$ cat config.mk
export PLATFORM = sky130hd
export DESIGN_NAME = binario_para_bcd
export DESIGN_NICKNAME = d
export VERILOG_FILES = /design/src/rtl/bcd_pkg.sv /design/src/rtl/ajuste_bcd.sv /design/src/rtl/binario_para_bcd.sv
export SDC_FILE = /design/constraint.sdc
export NUM_CORES = 1
export LEC_CHECK = 0
export ABC_AREA = 1
export CORE_MARGIN = 8
export CORE_UTILIZATION = 54
export CTS_CLUSTER_SIZE = 12
export DETAILED_ROUTE_END_ITERATION = 10
export PLACE_DENSITY = 0.79
export SYNTH_ARGS = -nofsm -noshare
export SYNTH_HDL_FRONTEND = slang
export SYNTH_SLANG_ARGS = --single-unit
export TNS_END_PERCENT = 5
$ cat constraint.sdc
create_clock -name clock -period 1.4 [get_ports clock]
set_clock_uncertainty 0.1 [all_clocks]
set_input_delay 0.35 -clock clock [delete_from_list [all_inputs] [get_ports clock]]
set_output_delay 0.35 -clock clock [all_outputs]
set_load 0.01 [all_outputs]
$ cat src/rtl/bcd_pkg.sv
// Shared constants and FSM state encoding for the binary-to-BCD converter.
package bcd_pkg;

  localparam int DIGIT_W = 4;
  localparam logic [DIGIT_W-1:0] LIMIAR = 4'd5;

  typedef logic [1:0] estado_t;
  localparam estado_t OCIOSO   = 2'd0;
  localparam estado_t CONVERTE = 2'd1;
  localparam estado_t FIM      = 2'd2;

endpackage

$ cat src/rtl/ajuste_bcd.sv
// One-digit corrector for shift-and-add-3: adds 3 when the digit is 5 or more.
module ajuste_bcd
  import bcd_pkg::*;
(
  input  logic [DIGIT_W-1:0] digito,
  output logic [DIGIT_W-1:0] ajustado
);

  assign ajustado = (digito >= LIMIAR) ? digito + 4'd3 : digito;

endmodule

$ cat src/rtl/binario_para_bcd.sv
// Sequential binary-to-BCD converter, one input bit per cycle, registered result.
// Define BINARIO_PARA_BCD_SINAL_EN to treat the input as two's complement.
module binario_para_bcd
  import bcd_pkg::*;
#(
  parameter int WIDTH  = 16,
  parameter int DIGITS = 5
) (
  input  logic                        clock,
  input  logic                        reset_n,
  input  logic                        inicio,
  input  logic [WIDTH-1:0]            binario,
  output logic                        ocupado,
  output logic                        pronto,
  output logic [DIGITS*DIGIT_W-1:0]   bcd,
  output logic                        negativo,
  output estado_t                     estado
);

  // Handshake: a request is taken on any edge where inicio=1 and no conversion
  // is running; pronto is a single-cycle strobe meaning bcd/negativo just updated.

  localparam int CW = $clog2(WIDTH + 1);

  estado_t                     est;
  logic [CW-1:0]               contador;
  logic [WIDTH-1:0]            desloc, desloc_prox, magnitude;
  logic [DIGITS*DIGIT_W-1:0]   rascunho, ajustado, rasc_prox;
  logic                        aceita, termina;

  assign aceita  = inicio && ((est == OCIOSO) || (est == FIM));
  assign termina = (est == CONVERTE) && (contador == CW'(1));

  for (genvar k = 0; k < DIGITS; k++) begin : g_ajuste
    ajuste_bcd u_ajuste (
      .digito   (rascunho[k*DIGIT_W +: DIGIT_W]),
      .ajustado (ajustado[k*DIGIT_W +: DIGIT_W])
    );
  end

  assign {rasc_prox, desloc_prox} = {ajustado, desloc} << 1;

`ifdef BINARIO_PARA_BCD_SINAL_EN
  logic sinal;

  // Negating the most-negative value wraps to itself, which read as unsigned is 2^(WIDTH-1).
  assign magnitude = binario[WIDTH-1] ? (~binario) + WIDTH'(1) : binario;

  always_ff @(posedge clock or negedge reset_n) begin
    if (!reset_n) begin
      sinal    <= 1'b0;
      negativo <= 1'b0;
    end else begin
      if (aceita)  sinal    <= binario[WIDTH-1];
      if (termina) negativo <= sinal;
    end
  end
`else
  assign magnitude = binario;
  assign negativo  = 1'b0;
`endif

  always_ff @(posedge clock or negedge reset_n) begin
    if (!reset_n) begin
      est      <= OCIOSO;
      contador <= '0;
      desloc   <= '0;
      rascunho <= '0;
      bcd      <= '0;
    end else if (aceita) begin
      est      <= CONVERTE;
      desloc   <= magnitude;
      rascunho <= '0;
      contador <= CW'(WIDTH);
    end else if (est == CONVERTE) begin
      rascunho <= rasc_prox;
      desloc   <= desloc_prox;
      contador <= contador - CW'(1);
      if (termina) begin
        bcd <= rasc_prox;
        est <= FIM;
      end
    end else begin
      est <= OCIOSO;
    end
  end

  assign ocupado = (est == CONVERTE);
  assign pronto  = (est == FIM);
  assign estado  = est;

endmodule

==> flow_metrics.env <==
export IMPL_drt_total_wl_mm=7.11
export IMPL_num_io_pins=44
export IMPL_clkPwrFrac_pct=14.2
export IMPL_die_w_um=92.4
export IMPL_peakVddDrop_mv=1.18
export IMPL_cts_sinks=63
export IMPL_port_buffer_count=42
export IMPL_fin_crit_ns=1.53
export IMPL_crit_fanout=3
export IMPL_mostFrequentLayoutCell="nand2_1"
export IMPL_finalSetupTns_ns=-0.722
export IMPL_p_int_mw=5.32
export IMPL_fin_crit_sh_pct=109
export IMPL_status="finished with violations"
export IMPL_final_cell_mix="159 x nand2_1, 61 x dfrtp_1, 48 x nand3_1, 23 x buf_2, 20 x inv_1"
export IMPL_syn_avg_cell_area_um2=8.17
export IMPL_clockBufferDepth=2
export IMPL_finalWorstSetupSlack_ns=-0.130
export IMPL_gr_total_overflow=0
export IMPL_final_core_util_pct=68.1
export IMPL_finalSetupViolCount=25
export IMPL_cts_tree="built"
export IMPL_violations="setup timing"
export IMPL_dr_pass1_iters=4
export IMPL_yosysSeqAreaShare_pct=50.0
export IMPL_critical_path_class="reg -> out"
export IMPL_holdCritPathClass="reg -> reg"
export IMPL_startpoint_type="flop"
export IMPL_synth_cell_types=27
export IMPL_p_sw_share_pct=43.2
export IMPL_synth_nets=417
export IMPL_fin_nets=483
export IMPL_antenna_found_initial=0
export IMPL_nFillCells=488
export IMPL_drt_wirelength_per_cell_um=13.4
export IMPL_cts_made_buffers=9
export IMPL_syn2layout_area_growth_pct=24.7
export IMPL_rsz0062_at_grt="yes"
export IMPL_p_switching_mw=4.05
export IMPL_diodes=0
export IMPL_grt_first_pass_wirelength_mm=12.3
export IMPL_clk_pin_slew_ns=0.07
export IMPL_htreeDepth=3
export IMPL_arrival_ns=1.08
export IMPL_final_layout_size_suffix_gt1_share_pct=21.3
export IMPL_synth_seq_cells=63
export IMPL_viasPerCell=5.23
export IMPL_maxSlewViolCount=0
export IMPL_yosysWarnings=0
export IMPL_num_vias=2775
export IMPL_drt_iter0_drc=86
export IMPL_grt_start_max_net_pins=64
export IMPL_fmax_ghz=0.653
export IMPL_worstSkewPairLatency_ns=0.34
export IMPL_synth_area_um2=3160
export IMPL_grt_pass1_vias=2850
export IMPL_gp_routability_congestion=0.911
export IMPL_place_hpwl_mm=4.89
export IMPL_die_h_um=92.4
export IMPL_grt_total_usage_pct=17.7
export IMPL_num_rows=28
export IMPL_antenna_left=0
export IMPL_finalPower_mw=9.37
export IMPL_core_area_um2=5780
export IMPL_hold_violations=0
export IMPL_drc_errors=0
export IMPL_p_per_area_nw_per_um2=2380
export IMPL_power_frac_seq_pct=35.4
export IMPL_cp_data_required_time_ns=0.95
export IMPL_comb_power_share_pct=50.4
export IMPL_root_buffer="clkbuf_8"
export IMPL_initial_core_util_pct=54.6
export IMPL_leakagePower_nw=2.07
export IMPL_endpoint_kind="output pin"
export IMPL_die_area_um2=8550
export IMPL_maxCapViolCount=0
export IMPL_syn_inst=386
routing by layer:
layer  vias up  wire, µm  track usage, %  share of wire [%]
met1      1307      3050            19.8                 43
li1       1370         -               -                  -
met3        19       334            3.80                4.7
met4         0       204            11.5                2.9
met2        79      3520            29.8                 50
met5         -         0               0                  0
final timing paths:
check                           from  cells past startpoint           to  slack [ns]
min reg2reg                  bcd[15]                      2      bcd[15]        0.37
max in group asynchronous    reset_n                      3  rascunho[8]        0.47
min in group asynchronous    reset_n                      3      bcd[13]        0.45
min                          bcd[15]                      2      bcd[15]        0.37
max reg2reg                estado[0]                      8      bcd[19]       -0.04
max                        estado[0]                      4      ocupado       -0.13
critical path, cell delays in order, from the launching register on:
cell     delay [ns]
dfrtp_1        0.40
buf_6          0.13
nand2_4        0.06
inv_4          0.05
buf_6          0.11
cell families after synthesis:
| group | count (synthesis) | synth area share [%] |
|---|---|---|
| AOI/OAI and AO/OA | 23 | 4.28 |
| xor gates and xnor gates | 1 | 0.278 |
| adders and majority gates | 12 | 4.76 |
| buffers and inverters | 47 | 7.73 |
| DFF | 63 | 50.0 |
| other | 1 | 0.119 |
| and+or+nand+nor | 239 | 32.9 |
cell usage after synthesis, drive strengths merged:
cell type	count	area share [%]
nand2	166	20
conb	1	0.12
o211ai	1	0.24
buf	14	3.8
ha	12	4.8
nand3	54	8.9
dfrtp	63	50
xnor2	1	0.28
nand4	12	2.6
o22ai	2	0.40
a31oi	1	0.20
a21boi	4	0.95
inv	33	3.9
nor3b	1	0.24
nor2	6	1.0
o21ai	15	2.5
sequential cells by signal, indices dropped and copies added (netlist names):
name      cells
rascunho     20
desloc       16
bcd          20
estado        2
contador      5
final cells by class:
class	instances	area (µm²)	share of cell area (%)
multi-input combinational	276	1390	35.4
timing repair buffer	69	579	14.7
tap	75	93.8	2.38
clock inverter	1	5.00	0.127
clock buffer	14	153	3.88
inverter	33	134	3.40
sequential	63	1580	40.1
metrics by stage:
step	instance area (µm²)	setup WS [ns]	hold WS (ns)	cells
6_report	3940	-0.130	0.375	531
5_1_grt	3940	-0.169	0.397	531
3_3_place_gp	3780	-0.283	0.289	514
2_1_floorplan	3160	0.0263	-0.0456	386
4_1_cts	3900	-0.133	0.376	531
3_5_place_dp	3780	-0.317	0.295	514
what timing repair did:
item,CTS,global route
setup buffers,1,0
gates resized for setup,107,29
hold endpoints to repair,63,0
cloned,0,0
endpoints found under the setup margin,78,66
hold buffers,1,0
pin swaps,2,3
power groups by stage:
stage                     Sequential [mW]  Clock [mW]  Combinational, mW
after floorplan                      3.34           0               2.90
final                                3.32        1.33               4.72
after detailed placement             3.30           0               4.68
after CTS                            3.28        1.36               4.58
after global routing                 3.42        1.43               5.35
after global placement               3.26           0               4.48
(Power assumes the default switching activity.)
